==> src/rtl/lfsr_param_if.sv <==
// Handshake/bus bundle for lfsr_param: control inputs from the master, LFSR state and status back from the slave.
interface lfsr_param_if #(
  parameter int WIDTH = 8,
  parameter int CNT_W = 8
);
  logic             init;
  logic [WIDTH-1:0] initial_data;
  logic             mode;
  logic             start;
  logic [CNT_W-1:0] step_count;
  logic             free_run;
  logic [WIDTH-1:0] data_out;
  logic             busy;
  logic             done;
  logic [WIDTH-1:0] steps;
  logic             period_hit;
  logic             lockup;

  modport master (
    output init, initial_data, mode, start, step_count, free_run,
    input  data_out, busy, done, steps, period_hit, lockup
  );

  modport slave (
    input  init, initial_data, mode, start, step_count, free_run,
    output data_out, busy, done, steps, period_hit, lockup
  );
endinterface

==> src/rtl/lfsr_param.sv <==
// Parametrised Fibonacci/Galois LFSR with counted bursts, free-run, step counter and period detection.
// Optional all-zero lockup recovery is enabled by defining LFSR_LOCKUP_RECOVER_EN.
module lfsr_param #(
  parameter int               WIDTH = 8,
  parameter logic [WIDTH-1:0] TAPS  = 8'hB8,
  parameter logic [WIDTH-1:0] SEED  = 8'h01,
  parameter int               CNT_W = 8
) (
  input logic         clk,
  input logic         rst_n,
  lfsr_param_if.slave bus
);

  typedef enum logic [1:0] {S_IDLE, S_RUN, S_DONE} state_t;

  state_t           fsm_q;
  logic [WIDTH-1:0] lfsr_q;
  logic [WIDTH-1:0] lfsr_d;
  logic [WIDTH-1:0] ref_q;
  logic [WIDTH-1:0] steps_q;
  logic [CNT_W-1:0] cnt_q;
  logic             busy_q;
  logic             done_q;
  logic             hit_q;
  logic             step_en;
  logic             recover;

  function automatic logic [WIDTH-1:0] fib_step(input logic [WIDTH-1:0] s);
    return {s[WIDTH-2:0], ^(s & TAPS)};
  endfunction

  function automatic logic [WIDTH-1:0] galois_step(input logic [WIDTH-1:0] s);
    return (s >> 1) ^ (s[0] ? TAPS : '0);
  endfunction

  // Recovery from the all-zero state replaces a step rather than counting as one.
  always_comb begin
    recover = 1'b0;
`ifdef LFSR_LOCKUP_RECOVER_EN
    recover = (lfsr_q == '0);
`endif
    step_en = 1'b0;
    case (fsm_q)
      S_RUN:   step_en = !recover;
      S_IDLE:  step_en = bus.free_run && !bus.start && !recover;
      default: step_en = 1'b0;
    endcase
    lfsr_d = bus.mode ? galois_step(lfsr_q) : fib_step(lfsr_q);
  end

`ifdef LFSR_LOCKUP_RECOVER_EN
  logic lockup_q;

  always_ff @(posedge clk) begin
    if (!rst_n || bus.init) begin
      lockup_q <= 1'b0;
    end else if (recover) begin
      lockup_q <= 1'b1;
    end
  end

  assign bus.lockup = lockup_q;
`else
  assign bus.lockup = 1'b0;
`endif

  always_ff @(posedge clk) begin
    if (!rst_n) begin
      fsm_q   <= S_IDLE;
      lfsr_q  <= SEED;
      ref_q   <= SEED;
      steps_q <= '0;
      cnt_q   <= '0;
      busy_q  <= 1'b0;
      done_q  <= 1'b0;
      hit_q   <= 1'b0;
    end else if (bus.init) begin
      fsm_q   <= S_IDLE;
      lfsr_q  <= bus.initial_data;
      ref_q   <= bus.initial_data;
      steps_q <= '0;
      cnt_q   <= '0;
      busy_q  <= 1'b0;
      done_q  <= 1'b0;
      hit_q   <= 1'b0;
    end else begin
      done_q <= 1'b0;
      hit_q  <= 1'b0;
      if (recover) begin
        lfsr_q <= SEED;
      end else if (step_en) begin
        lfsr_q  <= lfsr_d;
        steps_q <= steps_q + WIDTH'(1);
        hit_q   <= (lfsr_d == ref_q);
      end
      case (fsm_q)
        S_IDLE: begin
          if (bus.start) begin
            cnt_q <= bus.step_count;
            if (bus.step_count == '0) begin
              fsm_q  <= S_DONE;
              done_q <= 1'b1;
            end else begin
              fsm_q  <= S_RUN;
              busy_q <= 1'b1;
            end
          end
        end
        S_RUN: begin
          if (!recover) begin
            cnt_q <= cnt_q - CNT_W'(1);
            if (cnt_q == CNT_W'(1)) begin
              fsm_q  <= S_DONE;
              busy_q <= 1'b0;
              done_q <= 1'b1;
            end
          end
        end
        default: begin
          fsm_q <= S_IDLE;
        end
      endcase
    end
  end

  assign bus.data_out   = lfsr_q;
  assign bus.busy       = busy_q;
  assign bus.done       = done_q;
  assign bus.steps      = steps_q;
  assign bus.period_hit = hit_q;

endmodule

==> src/flat_wrapper.sv <==
// flat-port wrapper written by rule: the top's interface ports become plain ports
module lfsr_param_flat 
#(
  parameter int               WIDTH = 8,
  parameter logic [WIDTH-1:0] TAPS  = 8'hB8,
  parameter logic [WIDTH-1:0] SEED  = 8'h01,
  parameter int               CNT_W = 8
)
  (clk, rst_n, bus_init, bus_initial_data, bus_mode, bus_start, bus_step_count, bus_free_run, bus_data_out, bus_busy, bus_done, bus_steps, bus_period_hit, bus_lockup);
  lfsr_param_if #(.WIDTH(WIDTH), .CNT_W(CNT_W)) bus_i ();
  input logic clk;
  input logic rst_n;
  input wire logic [$bits(bus_i.init)-1:0] bus_init;
  input wire logic [$bits(bus_i.initial_data)-1:0] bus_initial_data;
  input wire logic [$bits(bus_i.mode)-1:0] bus_mode;
  input wire logic [$bits(bus_i.start)-1:0] bus_start;
  input wire logic [$bits(bus_i.step_count)-1:0] bus_step_count;
  input wire logic [$bits(bus_i.free_run)-1:0] bus_free_run;
  output wire logic [$bits(bus_i.data_out)-1:0] bus_data_out;
  output wire logic [$bits(bus_i.busy)-1:0] bus_busy;
  output wire logic [$bits(bus_i.done)-1:0] bus_done;
  output wire logic [$bits(bus_i.steps)-1:0] bus_steps;
  output wire logic [$bits(bus_i.period_hit)-1:0] bus_period_hit;
  output wire logic [$bits(bus_i.lockup)-1:0] bus_lockup;
  assign bus_i.init = bus_init;
  assign bus_i.initial_data = bus_initial_data;
  assign bus_i.mode = bus_mode;
  assign bus_i.start = bus_start;
  assign bus_i.step_count = bus_step_count;
  assign bus_i.free_run = bus_free_run;
  assign bus_data_out = bus_i.data_out;
  assign bus_busy = bus_i.busy;
  assign bus_done = bus_i.done;
  assign bus_steps = bus_i.steps;
  assign bus_period_hit = bus_i.period_hit;
  assign bus_lockup = bus_i.lockup;
  lfsr_param #(.WIDTH(WIDTH), .TAPS(TAPS), .SEED(SEED), .CNT_W(CNT_W)) u_core (.clk(clk), .rst_n(rst_n), .bus(bus_i));
endmodule
==> config.mk <==
export PLATFORM = sky130hd
export DESIGN_NAME = lfsr_param_flat
export DESIGN_NICKNAME = d
export VERILOG_FILES = /design/src/rtl/lfsr_param_if.sv /design/src/rtl/lfsr_param.sv /design/src/flat_wrapper.sv
export SDC_FILE = /design/constraint.sdc
export NUM_CORES = 1
export LEC_CHECK = 0
export ABC_AREA = 1
export BUFFER_PORTS_ARGS = -buffer_cell sky130_fd_sc_hd__buf_2
export CELL_PAD_IN_SITES_DETAIL_PLACEMENT = 1
export CELL_PAD_IN_SITES_GLOBAL_PLACEMENT = 1
export CORE_MARGIN = 4
export CORE_UTILIZATION = 35
export DETAILED_ROUTE_END_ITERATION = 8
export HOLD_SLACK_MARGIN = 0.03
export PLACE_DENSITY_LB_ADDON = 0.1
export SETUP_SLACK_MARGIN = 0.4
export SLEW_MARGIN = 20
export SYNTH_ARGS = -nofsm -noshare
export SYNTH_HDL_FRONTEND = slang
export SYNTH_SLANG_ARGS = --single-unit
==> constraint.sdc <==
create_clock -name clk -period 3.51 [get_ports clk]
set_input_delay 0 -clock clk [delete_from_list [all_inputs] [get_ports clk]]
set_output_delay 0 -clock clk [all_outputs]
set_load 0.01 [all_outputs]
==> results of run 1 <==
==> worst min-delay path by stage <==
| stage | startpoint | end | slack (ps) |
|---|---|---|---|
| floorplan | bus_init | u_core.ref_q[0] | 100 |
| global placement | bus_initial_data[0] | u_core.ref_q[0] | 270 |
| detailed placement | bus_initial_data[0] | u_core.ref_q[0] | 260 |
| CTS | rst_n | u_core.bus.data_out[6] | 40 |
| global route | rst_n | u_core.bus.data_out[6] | 90 |
| finish | rst_n | u_core.bus.data_out[6] | 50 |
==> synth_stat cells, drive strengths merged, types with 2 or more instances <==
master	instances
inv	53
or2	2
nand2	89
dfxtp	37
ha	3
nand4	4
nor3	4
xnor2	2
o21ai	19
buf	7
xor2	3
o22ai	8
nor2	25
a21oi	20
nand3	24
o221ai	7
==> logic make-up after synthesis <==
kind of cell | Yosys count
AO/OA/AOI/OAI | 57
XOR/XNOR | 5
adder cells (fa/ha/maj) | 3
buffers and inverters | 61
flip-flops | 37
other | 1
AND/OR/NAND/NOR | 150
==> repair_timing <==
| item | 4_1_cts | 5_1_grt |
|---|---|---|
| hold buffers | 12 | 0 |
| gates resized for setup | 0 | 0 |
| endpoints found under the hold margin | 13 | 0 |
| endpoints found under the setup margin | 0 | 0 |
==> per-layer routing <==
metal	vias to the layer above	track usage [%]	wire length [um]
met3	8	2.621	177
met4	0	4.317	63
met1	1015	20.97	2665
li1	1109	-	-
met2	29	31.71	2967
met5	-	0	0
==> sequential cells by signal, summed over array words and instances, names as in the netlist <==
signal	count
u_core.bus.busy	1
u_core.bus.data_out	8
u_core.bus.done	1
u_core.bus.period_hit	1
u_core.bus.steps	8
u_core.cnt_q	8
u_core.fsm_q	2
u_core.ref_q	8
==> critical path, cell delays in order <==
cell	delay, ps
dlygate4sd3_1	540
buf_2	140
inv_1	50
nand2_1	80
a21oi_4	360
nand3_4	200
nor2_1	150
nand3_1	80
nor2_1	110
==> cells in the final DEF (no fill, tap or decap), drive strengths merged <==
cell type	Yosys	routed
nor2	25	25
xnor2	2	2
clkbuf	1	6
dfxtp	37	37
dlygate4sd3	0	12
a21oi	20	20
conb	1	1
a21boi	1	1
nor3	4	4
o21ai	19	19
or2	2	2
and3	1	1
o211ai	1	1
xor2	3	3
ha	3	3
inv	53	53
clkinv	0	2
nand3	24	24
nor4	1	1
buf	7	40
o221ai	7	7
a31oi	1	1
nand4	4	4
o22ai	8	8
nand2	89	89
==> per-stage QoR <==
step | instance area [sq um] | total power, uW | hold WS (ps)
2_1_floorplan | 2078 | 599.4 | 100.4
3_3_place_gp | 2310 | 651.6 | 271.8
3_5_place_dp | 2310 | 655.4 | 264.5
4_1_cts | 2512 | 956.9 | 38.33
5_1_grt | 2512 | 1006 | 94.51
6_report | 2512 | 942.4 | 47.36
==> report_power, final <==
group	internal, uW	total, uW	switching (uW)
Combinational	75.5	193	118
Clock	138	288	151
Sequential	439	461	21.7
Total	652	942	290
==> area by class of cell <==
class | count | area (sq um) | area share [%]
Clock inverter | 2 | 10.01 | 0.3984
Tap cell | 72 | 90.09 | 3.586
Sequential cell | 37 | 740.7 | 29.48
Inverter | 53 | 201.4 | 8.018
Clock buffer | 6 | 72.57 | 2.888
Multi-Input combinational cell | 216 | 1077 | 42.88
Timing Repair Buffer | 52 | 320.3 | 12.75
==> metrics, run 1 <==
worst setup path startpoint bus_start; Routed WL per cell about 13 um; vias in the first global route roughly 2300; Fin. Hold Viols 0; Clock Root Buffer clkbuf_8; Syn. warnings 0; final worst path period share 42.71%; DR iter-0 viols 56; GRT overflow 0; Max Buffers Root-to-Sink 2; Num CTS Buffers 5; antenna violation net count after detailed routing 0; drt total wl 5.874 mm; core area 0.005642 sq mm; Antenna Cells 0; initial antenna violation count 0; unrepaired setup endpoints after global routing no; IO Pins 42; Worst R2R End u_core.bus.period_hit; final worst path period need between 1000 and 1500 ps; Max FO, Critical Path 13; post-CTS setup buffer count 0; Net Count, Synth 339; post-synthesis instance total between 300 and 400; Worst-Skew Late Latency approximately 290 ps; Worst Skew ~6.7 ps; Synth Area in Compound Gates 16.32%; sequential cell area fraction in the yosys report 35.64%; final core utilization 44.53%; status finished, final reports clean; P&R area growth vs syn 20.89%; Final WS setup 2011 ps; crit path DAT 1720 ps; mux contribution to synthesized area 0%; startpoint class of the critical path input port; Synth Area in XOR/XNOR under 10%; dpl cells between 400 and 500; R2R depth 6; DR vias roughly 2200; number of cell rows 27; Max-cap violations 0; Synth top area share 35.64%; pwr dens ~380 mW/mm^2; Layout Cells excl Fill ~440; gr usage total roughly 17%; CP endpoint kind flip-flop; Adder-Cell Fraction of Synth Area 1.806%; CP Capture Point u_core.bus.period_hit; fillcell total ~770; largest family of logic cells by synthesized area simple AND/OR/NAND/NOR gates; Post-Synth Simple-Gate Area 31.43%; maximum vdd drop roughly 0.00020 V; quantity of I/O buffers inserted on ports 40; Worst R2R Start u_core.fsm_q[0]; top post-synthesis cells by area dfxtp_1 (36%), nand2_1 (16%), inv_1 (8.3%); crit path kind input port to flip-flop; pin count of the biggest net entering global routing 20; die area between 0.007 and 0.008 sq mm; initial core utilization about 37%; Die Span Y 85.06 um; setup tns final 0 ps; Hold Path Class input port to flip-flop; WHS Path Cells 3; R2R setup slack 2070 ps; Layout Nets approximately 400; cell taking the most area after synthesis dfxtp_1; chip width ~85 um; leakage around 0.0012 uW; WP data required ~3700 ps; CTS tree yes; CTS clk-pin slew, worst paths about 70 ps; DP Worst Slack slightly above 2000 ps; Residual DRC 0; Post-synth EDFFs 0; global-route wire length before repair ~10 mm; H-tree depth 2; setup violators final 0; Async S/R FF share, synth 0%; Slew Limit Fails 0; 1st-pass router iterations 4; DP HPWL between 4 and 5 mm; CTS Sinks 37; share of layout cells above drive strength 1 between 15 and 20%; Mean Syn Cell Area 6.619 sq um; fmax ~0.67 GHz; Mapped Area around 0.0021 sq mm; vias per cell 4.934; Primary FF master, synth dfxtp_1; Synth cell types 34; FF+latch count, synth 37; GP Congestion 0.7729
Power figures use the tool's default switching activity.
==> run 2: changes to the inputs <==
==> constraint.sdc (replaced) <==
create_clock -name clk -period 1.45 [get_ports clk]
set_input_delay 0 -clock clk [delete_from_list [all_inputs] [get_ports clk]]
set_output_delay 0 -clock clk [all_outputs]
set_load 0.01 [all_outputs]
==> run 2 against run 1 <==
  * Largest cell class unchanged
  * Routed wire length up 22%
  * Sequential power up 140%
  * Combinational power rose to 3.5 times the previous value
  * Via count up 8.6%
  * Critical endpoint is now u_core.cnt_q[4]
  * Utilization up 11 points
  * Design area up 24%
  * Worst setup slack worse by 1900 ps
==> metrics, run 2 (synthesis gave the netlist of run 1 again) <==
WP data required between 1500 and 2000 ps; setup violators final 0; IO Pins 42; Hold Path Class input port to flip-flop; fmax between 0.7 and 0.8 GHz; crit path kind flip-flop to flip-flop; crit path DAT roughly 1500 ps; Rel. slew slack ~63%; share of layout cells above drive strength 1 around 41%; Worst R2R End u_core.cnt_q[4]; Worst Hold Slack 39.62 ps; Slew Limit Fails 0; hold wc startpoint bus_init; DR vias roughly 2300; drt total wl approximately 7 mm; Max FO, Critical Path 6; H-tree depth 2; Max Buffers Root-to-Sink 2; Max-cap violations 0; WHS Path Cells 2; Worst R2R Start u_core.fsm_q[0]; vias in the first global route 2470; Worst-Skew Late Latency ~290 ps; setup tns final 0 ps; vias per cell 5.034; Worst Skew roughly 4.5 ps; global-route wire length before repair 11.30 mm; die area 0.007234 sq mm; number of cell rows 27; initial core utilization a little under two fifths; leakage approximately 0.0015 uW; Die Span Y about 85 um; unrepaired setup endpoints after global routing yes; antenna violation net count after detailed routing 0; Residual DRC 0; GP Congestion 0.7739; startpoint class of the critical path flip-flop; DP HPWL 4.605 mm; R2R depth 7; Worst Hold Endpoint u_core.ref_q[0]; R2R setup slack 160 ps; initial antenna violation count 0; worst slew pin tran ~560 ps; status finished, final reports clean; Fin. Hold Viols 0; CTS tree yes; GRT overflow 0; commonest non-fill, non-tap cell in the layout nand2_1; CP endpoint kind flip-flop; Layout Nets between 400 and 500; DR iter-0 viols 46; Clock Root Buffer clkbuf_8; final worst path period share 88.92%; CTS clk-pin slew, worst paths ~80 ps; final worst path period need 1289 ps; commonest cells after routing, fill and taps aside nand2_1 (77), buf_2 (40), inv_1 (38); Routed WL per cell approximately 15 um; core area around 0.0056 sq mm; Num CTS Buffers 5; Antenna Cells 0; P&R area growth vs syn 49.73%; maximum vdd drop approximately 0.00039 V; quantity of I/O buffers inserted on ports 40; chip width between 80 and 90 um; pwr dens ~820 mW/mm^2; pin count of the biggest net entering global routing 16; CTS Sinks 37; 1st-pass router iterations 4; gr usage total 19.13%
[run 2: cell types whose count changed in the layout (fill, tap and decap cells not counted), moves of 8 or more]
cell     delta
dfxtp_4     +8
nor2_1      -8
dfxtp_1    -15
inv_1       -8
nand2_1    -11
buf_4      +23
[run 2: critical path, cell delays in order, from the launching register on]
cell and delay (ps):
dfxtp_4 370, buf_6 120, nor2_4 150, nand2_4 110, buf_4 160, o21ai_2 90
o21ai_1 70, a21oi_1 150
[run 2: routing by layer]
layer	vias up	global-route usage (%)	wire [um]
met5	-	0	0
met2	34	36.02	3785
met4	0	5.755	108
met3	9	3.495	218
met1	1131	21.63	3047
li1	1172	-	-
[run 2: area by class of cell]
type	count	area, sq um
fillers	726	2530
multi-input cells	216	1336
flip-flops and latches	37	779.5
repair buffers	81	595.6
inverters	53	224.0
well taps	72	90.09
clock buffers	7	86.33
[run 2: worst max path at each step]
| stage | endpoint | slack (ps) | startpoint | cells after the start |
|---|---|---|---|---|
| 3_3_place_gp | u_core.bus.period_hit | 190 | u_core.fsm_q[0] | 6 |
| 2_1_floorplan | u_core.bus.steps[6] | 340 | u_core.bus.steps[1] | 6 |
| 3_5_place_dp | u_core.bus.period_hit | 130 | u_core.fsm_q[0] | 6 |
| 5_1_grt | u_core.cnt_q[6] | 90 | u_core.fsm_q[0] | 7 |
| 6_report | u_core.cnt_q[4] | 160 | u_core.fsm_q[0] | 7 |
| 4_1_cts | u_core.bus.period_hit | 230 | u_core.fsm_q[0] | 7 |
[run 2: timing repair]
action | CTS | global route
buffers inserted | 13 | 11
setup endpoints to repair | 29 | 29
pin swaps | 16 | 15
hold buffers | 11 | 0
gates resized for setup | 38 | 53
gates cloned | 1 | 0
endpoints found under the hold margin | 14 | 0
[run 2: power breakdown]
group          switching [uW]  internal, uW
Clock                     385           378
Combinational             379           306
Sequential               55.7          1060
[run 2: through the flow]
step	setup WS (ps)	instance area, sq um	std cells	total power, uW	utilization, %
finish	160.7	3112	466	2563	55.16
global route	87.95	3112	466	2713	55.16
CTS	229.9	2835	455	2471	50.26
detailed placement	133.1	2404	423	1608	42.60
global placement	192.5	2404	423	1600	42.60
floorplan	344.4	2141	314	1462	-
==> run 3: changes to the inputs <==
--- a/config.mk
+++ b/config.mk
@@ -5,7 +5,6 @@
 export SDC_FILE = /design/constraint.sdc
 export NUM_CORES = 1
 export LEC_CHECK = 0
-export ABC_AREA = 1
 export BUFFER_PORTS_ARGS = -buffer_cell sky130_fd_sc_hd__buf_2
 export CELL_PAD_IN_SITES_DETAIL_PLACEMENT = 1
 export CELL_PAD_IN_SITES_GLOBAL_PLACEMENT = 1
==> run 3 against run 2 <==
  * The run now ends with setup timing left
  * Register-to-register slack worse by 290 ps
  * Area after synthesis decreased by 7.7%
  * Clock skew about the same
  * Design area is 10% lower
  * Utilization decreased by 1.4 points
  * Sequential power about the same
  * Worst setup slack lost 290 ps
  * Highest routed layer unchanged
  * Largest cell class unchanged
  * Synthesized cell count decreased by 29%
  * Cell count fell by 23%
  * Sequential share of layout area up 2.3 points
==> metrics, run 3 <==
final core utilization between 50% and 60%; Synth cell types 50; vias in the first global route 1939; Residual DRC 0; DR iter-0 viols 64; setup tns final -426.3 ps; initial core utilization between 30% and 40%; pin count of the biggest net entering global routing 26; Mean Syn Cell Area around 8.6 sq um; CP endpoint kind flip-flop; Combinational Power Share 21.6%; cell family contributing the most delay on the critical path simple AND/OR/NAND/NOR gates; fmax approximately 0.63 GHz; vias per cell between 5 and 6; GRT overflow 0; GP Congestion roughly 0.8; core area approximately 0.0052 sq mm; Final WS setup -129.4 ps; final worst path period share 108.9%; drt total wl between 5 and 6 mm; Clock Root Buffer clkbuf_8; WHS Path Cells 3; Fin. Hold Viols 0; sequential cell area fraction in the yosys report just under 40%; Layout Nets between 300 and 400; worst slew pin tran between 500 and 600 ps; CP Cell Sequence or4_4 -> nor4_4 -> xor2_1 -> a222oi_1 -> nor2_1; share of layout cells above drive strength 1 around two fifths; dpl cells 334; maximum vdd drop between 0.0005 and 0.0006 V; P&R area growth vs syn 45.99%; Pwr Total approximately 2600 uW; Net Count, Synth between 200 and 250; Antenna Cells 0; FF+latch count, synth 37; DP HPWL 3.712 mm; chip width around 80 um; commonest non-fill, non-tap cell in the layout buf_2; Hold Path Class input port to flip-flop; sequential share of power between 40% and 50%; startpoint class of the critical path flip-flop; 1st-pass router iterations 4; die area between 0.006 and 0.007 sq mm; Max FO, Critical Path 3; internal power ~1900 uW; IO Pins 42; initial antenna violation count 0; Post-synth EDFFs 0; Switching Share between 20% and 30%; CTS tree yes; Max-cap violations 0; Rel. slew slack 64.08%; final worst path period need about 1600 ps; DR vias approximately 1800; Post-synth top cells dfxtp_1 (37), nor2_1 (33), nand2_1 (13); max incr delay on CP between 500 and 600 ps; crit path DAT approximately 1800 ps; WP data required ~1600 ps; CTS Sinks 37; leakage between 0.001 and 0.0015 uW; crit path kind flip-flop to flip-flop; R2R depth 5; Crit. path cell count 5; CTS clk-pin slew, worst paths 70 ps; pwr dens between 900 and 1000 mW/mm^2; post-synthesis instance total roughly 220; number of cell rows 26; clock network fraction of total power 35.6%; cell taking the most area after synthesis dfxtp_1; Mapped Area around 0.0019 sq mm; CP max-delay cell or4_4; Worst-Skew Late Latency slightly below 300 ps; gr usage total between 10% and 20%; violated checks setup timing; Async S/R FF share, synth 0%; H-tree depth 2; Synth top area share slightly below 40%; net switching power 727.1 uW; Die Span Y ~80 um; Worst Skew between 4 and 5 ps; Syn. warnings 0; Num CTS Buffers 5; setup violators final 6; status complete, but fails checks; Layout Cells excl Fill 358; commonest cells after routing, fill and taps aside buf_2 (40), nor2_1 (27), dfxtp_1 (26); quantity of I/O buffers inserted on ports 40; Routed WL per cell ~16 um; top post-synthesis cells by area dfxtp_1 (39%), nor2_1 (6.5%), xnor2_1 (5.5%); unrepaired setup endpoints after global routing yes; Slew Limit Fails 0; antenna violation net count after detailed routing 0; Max Buffers Root-to-Sink 2; global-route wire length before repair around 9.6 mm; Primary FF master, synth dfxtp_1; CP Buf/Inv Count 0; most numerous cell in the Yosys netlist dfxtp_1
run 3: final timing paths:
check                                        from               to  slack, ps
worst max-delay path              u_core.cnt_q[3]  u_core.cnt_q[7]       -130
worst min-delay path            bus_step_count[3]  u_core.cnt_q[3]         40
worst max register to register    u_core.cnt_q[3]  u_core.cnt_q[7]       -130
worst min register to register    u_core.ref_q[7]  u_core.ref_q[7]        500
run 3: logic make-up (layout without fill, tap and decap cells):
family	count (synthesis)	count (layout)	share of synthesized area, %
XOR/XNOR	22	22	10.05
multiplexers	10	10	5.219
other	1	1	0.1955
buffers and inverters	17	79	4.109
AO/OA/AOI/OAI	46	49	16.83
adder cells (fa/ha/maj)	3	3	1.957
flip-flops	37	37	38.62
AND/OR/NAND/NOR	87	87	23.03
run 3: area by class of cell:
cell class,count,area [sq um]
Clock buffer,6,82.58
Clock inverter,2,37.54
Fill cell,620,2405
Inverter,4,15.01
Multi-Input combinational cell,172,1374
Sequential cell,37,764.5
Tap cell,70,87.58
Timing Repair Buffer,67,439.2
run 3: power by group through the flow:
stage	Clock, uW	Sequential (uW)	Combinational (uW)
after floorplan	0	1140	336
after global placement	0	1140	461
after detailed placement	0	1140	465
after CTS	970	1120	529
after global routing	1020	1140	629
final	942	1130	572
run 3: worst reg2reg max path, stage by stage, from the launching register on:
cell and delay (ps):
dfxtp_2 320, or4_4 570, nor4_4 160, xor2_1 100, a222oi_1 270, nor2_1 60
run 3: per-layer routing:
metal  wire, um  track usage (%)  up-vias
li1           -                -      907
met1       2688            24.88      868
met2       2788            31.10       27
met3        129            3.289        2
met4         23            3.987        0
met5          0                0        -
run 3: metrics by stage:
stage	hold slack, ps	setup slack (ps)	area (sq um)
floorplan	128.6	-78.20	2042
global placement	252.8	-108.2	2336
detailed placement	261.1	-126.5	2336
CTS	45.71	-150.9	2705
global route	45.14	-295.2	2800
finish	41.54	-129.4	2800
run 3: what timing repair did:
item	4_1_cts	5_1_grt
setup buffers	3	0
endpoints found under the hold margin	15	0
endpoints found under the setup margin	29	29
gates cloned	3	0
gates resized for setup	25	16
pin swaps	18	9
hold buffers	10	0
